$ cat src/rtl/eth_rx_frame_ctrl.sv
// Receive-side Ethernet frame controller: finds the SFD on the PHY symbol stream,
// walks the header/payload/FCS byte stream, filters on destination and reports status.
module eth_rx_frame_ctrl #(
    parameter int          pMII_WIDTH    = 2,
    parameter logic [47:0] pSTATION_ADDR = 48'h02_00_00_00_00_01,
    parameter bit          pPROMISC      = 1'b0,
    parameter int          pIPG_BYTES    = 12
) (
    input  logic                  Clk,
    input  logic                  Rst_n,
    input  logic [pMII_WIDTH-1:0] Rxd,
    input  logic                  Crs_Dv,
    input  logic                  Byte_Rdy,
    input  logic [7:0]            Byte,
    input  logic [31:0]           Crc_Calc,
    output logic                  Rx_En,
    output logic                  Crc_En,
    output logic                  Pay_Vld,
    output logic [7:0]            Pay_Byte,
    output logic [15:0]           Len_Type,
    output logic [15:0]           Pay_Len,
    output logic                  Frame_Done,
    output logic                  Frame_Ok,
    output logic [2:0]            Err_Code
);

    localparam logic [7:0]            PRE_BYTE = 8'h55;
    localparam logic [7:0]            SFD_BYTE = 8'hD5;
    localparam logic [pMII_WIDTH-1:0] PRE_SYM  = PRE_BYTE[pMII_WIDTH-1:0];
    localparam logic [pMII_WIDTH-1:0] SFD_SYM  = SFD_BYTE[7 -: pMII_WIDTH];
    localparam logic [15:0]           IPG_CYC  = 16'(pIPG_BYTES * 8 / pMII_WIDTH);
    localparam logic [3:0]            DROP_CYC = 4'(16 / pMII_WIDTH);
    localparam logic [15:0]           MIN_PAY  = 16'd46;
    localparam logic [15:0]           MAX_PAY  = 16'd1500;
    localparam logic [15:0]           LT_IPV4  = 16'h0800;

    typedef enum logic [1:0] {S_IDLE, S_PREAMBLE, S_DATA} sym_state_t;
    typedef enum logic [2:0] {
        B_IDLE, B_DEST, B_SRC, B_LTYPE, B_PAYLOAD, B_FCS, B_CHECK, B_IPG
    } byte_state_t;

    sym_state_t  sym_q, sym_d;
    byte_state_t byte_q, byte_d;
    logic [15:0] cnt_q, cnt_d;
    logic [3:0]  drop_q, drop_d;
    logic        uc_match_q, uc_match_d;
    logic        bcast_q, bcast_d;
    logic        type_err_q, type_err_d;
    logic        trunc_q, trunc_d;
    logic [15:0] len_type_q, len_type_d;
    logic [15:0] pay_len_q, pay_len_d;
    logic [15:0] eff_len_q, eff_len_d;
    logic [7:0]  ip_hi_q, ip_hi_d;
    logic [31:0] fcs_q, fcs_d;
    logic        pay_vld_q, pay_vld_d;
    logic [7:0]  pay_byte_q, pay_byte_d;

    logic [7:0]  station_byte [6];
    logic        in_frame, trunc_det, byte_evt, sfd_det, addr_ok;
    logic [15:0] cnt_inc, pay_limit, lt_full, ip_len;
    logic [2:0]  err_code;

    for (genvar gi = 0; gi < 6; gi++) begin : g_station
        assign station_byte[gi] = pSTATION_ADDR[47 - 8*gi -: 8];
    end

    assign in_frame  = (byte_q == B_DEST) || (byte_q == B_SRC) || (byte_q == B_LTYPE) ||
                       (byte_q == B_PAYLOAD) || (byte_q == B_FCS);
    // Truncation fires on the last low cycle and pre-empts any byte strobe in that cycle.
    assign trunc_det = in_frame && !Crs_Dv && (drop_q == DROP_CYC - 4'd1);
    assign byte_evt  = Byte_Rdy && !trunc_det;
    assign sfd_det   = (sym_q == S_PREAMBLE) && Crs_Dv && (Rxd == SFD_SYM);
    assign addr_ok   = pPROMISC || uc_match_q || bcast_q;
    assign cnt_inc   = cnt_q + 16'd1;
    assign pay_limit = (eff_len_q > MIN_PAY) ? eff_len_q : MIN_PAY;
    assign lt_full   = {len_type_q[15:8], Byte};
    assign ip_len    = {ip_hi_q, Byte};

    always_comb begin
        sym_d = sym_q;
        case (sym_q)
            S_IDLE: begin
                if (Crs_Dv && (Rxd == PRE_SYM) && (byte_q == B_IDLE)) sym_d = S_PREAMBLE;
            end
            S_PREAMBLE: begin
                if (!Crs_Dv)             sym_d = S_IDLE;
                else if (Rxd == SFD_SYM) sym_d = S_DATA;
            end
            S_DATA: begin
                if (byte_d == B_CHECK) sym_d = S_IDLE;
            end
            default: sym_d = S_IDLE;
        endcase
    end

    always_comb begin
        byte_d     = byte_q;
        cnt_d      = cnt_q;
        drop_d     = (in_frame && !Crs_Dv) ? drop_q + 4'd1 : 4'd0;
        uc_match_d = uc_match_q;
        bcast_d    = bcast_q;
        type_err_d = type_err_q;
        trunc_d    = trunc_q;
        len_type_d = len_type_q;
        pay_len_d  = pay_len_q;
        eff_len_d  = eff_len_q;
        ip_hi_d    = ip_hi_q;
        fcs_d      = fcs_q;
        pay_vld_d  = 1'b0;
        pay_byte_d = pay_byte_q;

        if (trunc_det) begin
            byte_d  = B_CHECK;
            trunc_d = 1'b1;
            drop_d  = 4'd0;
            cnt_d   = 16'd0;
        end else begin
            case (byte_q)
                B_IDLE: begin
                    if (sfd_det) begin
                        byte_d     = B_DEST;
                        cnt_d      = 16'd0;
                        uc_match_d = 1'b1;
                        bcast_d    = 1'b1;
                        type_err_d = 1'b0;
                        trunc_d    = 1'b0;
                        len_type_d = 16'd0;
                        pay_len_d  = 16'd0;
                        eff_len_d  = 16'd0;
                        fcs_d      = 32'd0;
                    end
                end
                B_DEST: begin
                    if (byte_evt) begin
                        uc_match_d = uc_match_q && (Byte == station_byte[cnt_q[2:0]]);
                        bcast_d    = bcast_q && (Byte == 8'hFF);
                        if (cnt_q == 16'd5) begin
                            byte_d = B_SRC;
                            cnt_d  = 16'd0;
                        end else begin
                            cnt_d  = cnt_inc;
                        end
                    end
                end
                B_SRC: begin
                    if (byte_evt) begin
                        if (cnt_q == 16'd5) begin
                            byte_d = B_LTYPE;
                            cnt_d  = 16'd0;
                        end else begin
                            cnt_d  = cnt_inc;
                        end
                    end
                end
                B_LTYPE: begin
                    if (byte_evt) begin
                        if (cnt_q == 16'd0) begin
                            len_type_d[15:8] = Byte;
                            cnt_d            = cnt_inc;
                        end else begin
                            len_type_d[7:0] = Byte;
                            byte_d          = B_PAYLOAD;
                            cnt_d           = 16'd0;
                            // IPv4 length is unknown until payload byte 3; treat all as data until then.
                            if (lt_full <= MAX_PAY) begin
                                pay_len_d = lt_full;
                                eff_len_d = lt_full;
                            end else if (lt_full == LT_IPV4) begin
                                eff_len_d = MAX_PAY;
                            end else begin
                                type_err_d = 1'b1;
                            end
                        end
                    end
                end
                B_PAYLOAD: begin
                    if (byte_evt) begin
                        pay_vld_d = (cnt_q < eff_len_q) && addr_ok;
                        if (pay_vld_d) pay_byte_d = Byte;
                        if (len_type_q == LT_IPV4 && cnt_q == 16'd2) ip_hi_d = Byte;
                        if (len_type_q == LT_IPV4 && cnt_q == 16'd3) begin
                            if (ip_len > MAX_PAY) begin
                                pay_len_d  = MAX_PAY;
                                eff_len_d  = MAX_PAY;
                                type_err_d = 1'b1;
                            end else begin
                                pay_len_d  = ip_len;
                                eff_len_d  = ip_len;
                            end
                        end
                        if (cnt_inc >= pay_limit) begin
                            byte_d = B_FCS;
                            cnt_d  = 16'd0;
                        end else begin
                            cnt_d  = cnt_inc;
                        end
                    end
                end
                B_FCS: begin
                    if (byte_evt) begin
                        fcs_d[{cnt_q[1:0], 3'b000} +: 8] = Byte;
                        if (cnt_q == 16'd3) begin
                            byte_d = B_CHECK;
                            cnt_d  = 16'd0;
                        end else begin
                            cnt_d  = cnt_inc;
                        end
                    end
                end
                B_CHECK: begin
                    byte_d = B_IPG;
                    cnt_d  = 16'd0;
                end
                B_IPG: begin
                    if (cnt_q == IPG_CYC - 16'd1) begin
                        byte_d = B_IDLE;
                        cnt_d  = 16'd0;
                    end else begin
                        cnt_d  = cnt_inc;
                    end
                end
                default: byte_d = B_IDLE;
            endcase
        end
    end

    always_ff @(posedge Clk) begin
        if (!Rst_n) begin
            sym_q      <= S_IDLE;
            byte_q     <= B_IDLE;
            cnt_q      <= 16'd0;
            drop_q     <= 4'd0;
            uc_match_q <= 1'b0;
            bcast_q    <= 1'b0;
            type_err_q <= 1'b0;
            trunc_q    <= 1'b0;
            len_type_q <= 16'd0;
            pay_len_q  <= 16'd0;
            eff_len_q  <= 16'd0;
            ip_hi_q    <= 8'd0;
            fcs_q      <= 32'd0;
            pay_vld_q  <= 1'b0;
            pay_byte_q <= 8'd0;
        end else begin
            sym_q      <= sym_d;
            byte_q     <= byte_d;
            cnt_q      <= cnt_d;
            drop_q     <= drop_d;
            uc_match_q <= uc_match_d;
            bcast_q    <= bcast_d;
            type_err_q <= type_err_d;
            trunc_q    <= trunc_d;
            len_type_q <= len_type_d;
            pay_len_q  <= pay_len_d;
            eff_len_q  <= eff_len_d;
            ip_hi_q    <= ip_hi_d;
            fcs_q      <= fcs_d;
            pay_vld_q  <= pay_vld_d;
            pay_byte_q <= pay_byte_d;
        end
    end

    always_comb begin
        err_code = 3'd0;
        if (byte_q == B_CHECK) begin
            if (trunc_q)                err_code = 3'd4;
            else if (type_err_q)        err_code = 3'd3;
            else if (!addr_ok)          err_code = 3'd2;
            else if (Crc_Calc != fcs_q) err_code = 3'd1;
        end
    end

    assign Rx_En      = (sym_q == S_DATA) && !trunc_det;
    assign Crc_En     = (((byte_q == B_DEST) && (cnt_q != 16'd0 || Byte_Rdy)) ||
                         (byte_q == B_SRC) || (byte_q == B_LTYPE) || (byte_q == B_PAYLOAD)) &&
                        !trunc_det;
    assign Pay_Vld    = pay_vld_q;
    assign Pay_Byte   = pay_byte_q;
    assign Len_Type   = len_type_q;
    assign Pay_Len    = pay_len_q;
    assign Frame_Done = (byte_q == B_CHECK);
    assign Frame_Ok   = Frame_Done && (err_code == 3'd0);
    assign Err_Code   = err_code;

endmodule

$ cat config.mk
export PLATFORM = sky130hd
export DESIGN_NAME = eth_rx_frame_ctrl
export DESIGN_NICKNAME = d
export VERILOG_FILES = /design/src/rtl/eth_rx_frame_ctrl.sv
export SDC_FILE = /design/constraint.sdc
export NUM_CORES = 1
export LEC_CHECK = 0
export ABC_CLOCK_PERIOD_IN_PS = 3100
export BUFFER_PORTS_ARGS = -buffer_cell sky130_fd_sc_hd__buf_4
export CORE_ASPECT_RATIO = 0.8
export CORE_MARGIN = 2
export CORE_UTILIZATION = 30
export CTS_CLUSTER_DIAMETER = 60
export DETAILED_ROUTE_END_ITERATION = 8
export PLACE_DENSITY = 0.56
export SLEW_MARGIN = 30
export SYNTH_ARGS = -nofsm -noshare
export SYNTH_HDL_FRONTEND = slang
export SYNTH_SLANG_ARGS = --single-unit
$ cat constraint.sdc
create_clock -name Clk -period 3.1 [get_ports Clk]
set_input_delay 0.31 -clock Clk [delete_from_list [all_inputs] [get_ports Clk]]
set_output_delay 0.31 -clock Clk [all_outputs]
set_load 0.005 [all_outputs]
==> metrics.txt <==
status=finished, final reports clean; number of global-route vias before repair=6097; Post-synth EDFFs=0; first-pass GRT wire length=34000 µm; All-Layer GR Usage=17.7%; Hold Worst Slack=0.0876 ns; WS Path Type=reg -> reg; clock sink count=126; drt drc=0; DRT iter0 DRCs=466; Final Hold Fails=0; routed length per instance=16.9 µm; synthesis-stage register bit count=126; Setup WS pre-CTS=-0.0865 ns; most common cell after layout, fill and taps aside=buf_4; final setup vio count=0; library cells used by synthesis=64; busiest layer in global routing=met1; Power, Total=3.90 mW; Post-DP Area=8170 µm²; row cnt=49; Post-Syn Nets=910; worst slew pin tran=0.689 ns; utilization after layout=39.7%; Seq/Total Area, Yosys=36.7%; Reg power frac=41.9%; initial antenna violation count=0; Starting Density=30.5%; Max Slew Vio Count=0; grt ovf=0; RD Place Congestion=0.901; clock power share=52.1%; routed vias=6418; min Tclk post-route=3.03 ns; final setup skew=0.0125 ns; met2 Usage GRT=24.7%; Final Cell Area=8930 µm²; CP cell instances=and3_4 > and3_4 > nand2_2 > inv_2 > nand4_1 > xnor2_1 > ha_1 > nand2_1 > or3_4 > nor4_4 > o31ai_4 > a32oi_4 > inv_2 > buf_4 > mux2_2; Worst setup EP type=flip-flop; Req. time, crit path=3.40 ns; Synth Flop Type=dfxtp_1; FFs w/ async S/R, synth=0%; setup slack, reg-to-reg=0.07 ns; Num CTS Buffers=17; Clock Path Buffers=2; GR Util met1=26.5%; Vias per Instance=5.06; RSZ-0062 raised after global routing=true; CTS clk-pin slew, worst paths=0.06 ns; P_leak=3.72 nW; Clock Latency Late Sink=0.42 ns; Syn Std Cell Area=6870 µm²; Finished Layout Cells=1269; DRT Wirelength=21400 µm; Net Sw Power=921 µW; Setup WS post-layout=0.0729 ns; die area=24100 µm²; power per cell area=436 nW/µm²; Final Cycle Share=97.6%; most frequent cells in the layout=149 x buf_4, 124 x dfxtp_1, 78 x nand2_1, 68 x nor2_1, 64 x nand3_1; Antenna diodes=0; Die Span Y=139 µm; H-Tree Depth=4; Syn Area/Cell=8.31 µm²; Fmax=330 MHz; Syn-to-layout area delta=30.1%; peak supply drop=0.246 mV; fin nets=1034; Critical-path top delay cell=dfxtp_4; CTS root buffer=clkbuf_16; combinational cell fraction of total power=6.1%; Synth Warn #=0; Max stage delay on crit path=0.37 ns; met3 usage=4.70%; HPWL after DPL=15700 µm; Critical Path Start Type=flip-flop; Gate Count Post-Synth=826; DP Cell Count=1234; core box area=22500 µm²; WP data arrival=3.33 ns; setup TNS=0 ns; HP Class=in -> reg; largest net degree at the start of global routing=63; DRT Pass-1 Iters=5; Boundary Pins=94; layout cell share with drive strength beyond 1=23.2%; number of port buffers=93; Slew HR=54.1%; Die Wd=173 µm; Power Internal=2.97 mW; CTS tree=yes; Switching Share=23.6%; antenna-violating nets left=0; max-cap violations=0; worst-path fanout max=4
-- synth_stat cells (all sizes together) (14+ instances only) --
master,instances,share of area (%)
o21ai,32,2.3
xnor2,41,5.2
nand3,65,4.7
nor2,73,4.2
a22o,14,1.8
nand2,80,4.4
nor4,17,1.9
nor3,16,1.2
nand4,18,1.6
mux2i,25,3.6
dfxtp,126,37
inv,37,2.0
a21oi,64,4.7
clkbuf,32,1.7
ha,38,6.9
-- cell type report --
class                      instances  area, µm²
sequential                       126       2530
multi-input combinational        619       4160
timing repair buffer             149       1120
fill                            2295      13600
clock buffer                      20        467
clock inverter                    12        135
tap                              306        383
inverter                          37        139
-- routing by layer --
metal	up-vias	share of wire (%)
met1	2978	51
met3	26	7.0
met2	217	41
met5	-	0
met4	0	1.6
li1	3197	-
-- power groups by stage --
stage               logic, mW  clock network (mW)  registers (mW)
CTS                     0.228                2.07            1.63
detailed placement      0.226                   0            1.67
floorplan               0.118                   0            1.67
finish                  0.236                2.03            1.63
global placement        0.227                   0            1.67
global route            0.257                2.13            1.63
-- logic make-up (layout without fill, tap and decap cells) --
logic type	after synthesis	after routing	synth area share, %
AND/OR/NAND/NOR	341	341	25.4
AO/OA/AOI/OAI	169	169	16.5
flip-flops	126	126	36.7
buffers and inverters	81	218	4.85
XOR/XNOR	45	45	5.74
adder cells (fa/ha/maj)	38	38	6.93
multiplexers	26	26	3.81
-- registers in the layout (all words and copies together) (netlist names), 2 cells and up --
| name | flops |
|---|---|
| eff_len_q | 16 |
| Len_Type | 16 |
| fcs_q | 32 |
| Pay_Byte | 8 |
| byte_q | 3 |
| ip_hi_q | 8 |
| drop_q | 4 |
| cnt_q | 16 |
| Pay_Len | 16 |
| sym_q | 2 |
-- worst max-delay path, delay by kind of cell, from the launching register on --
family / cells / cell delay, ns
simple gates: 7 / 1.17
compound gates: 2 / 0.37
flops: 1 / 0.37
buf+inv: 3 / 0.28
fa+ha+maj: 1 / 0.30
mux: 1 / 0.25
xor+xnor: 1 / 0.16
-- worst paths after layout --
path              from         to  cells past startpoint
max           cnt_q[1]   cnt_q[0]                     15
min             Rxd[1]   sym_q[0]                      2
max reg2reg   cnt_q[1]   cnt_q[0]                     15
min reg2reg  drop_q[0]  drop_q[0]                      1
-- what timing repair did --
| item | 4_1_cts | 5_1_grt |
|---|---|---|
| resized for setup | 5 | 25 |
| buffers inserted | 0 | 3 |
| hold buffers | 0 | 0 |
| endpoints found under the setup margin | 16 | 17 |
| pin swaps | 0 | 4 |
Power figures use the tool's default switching activity.
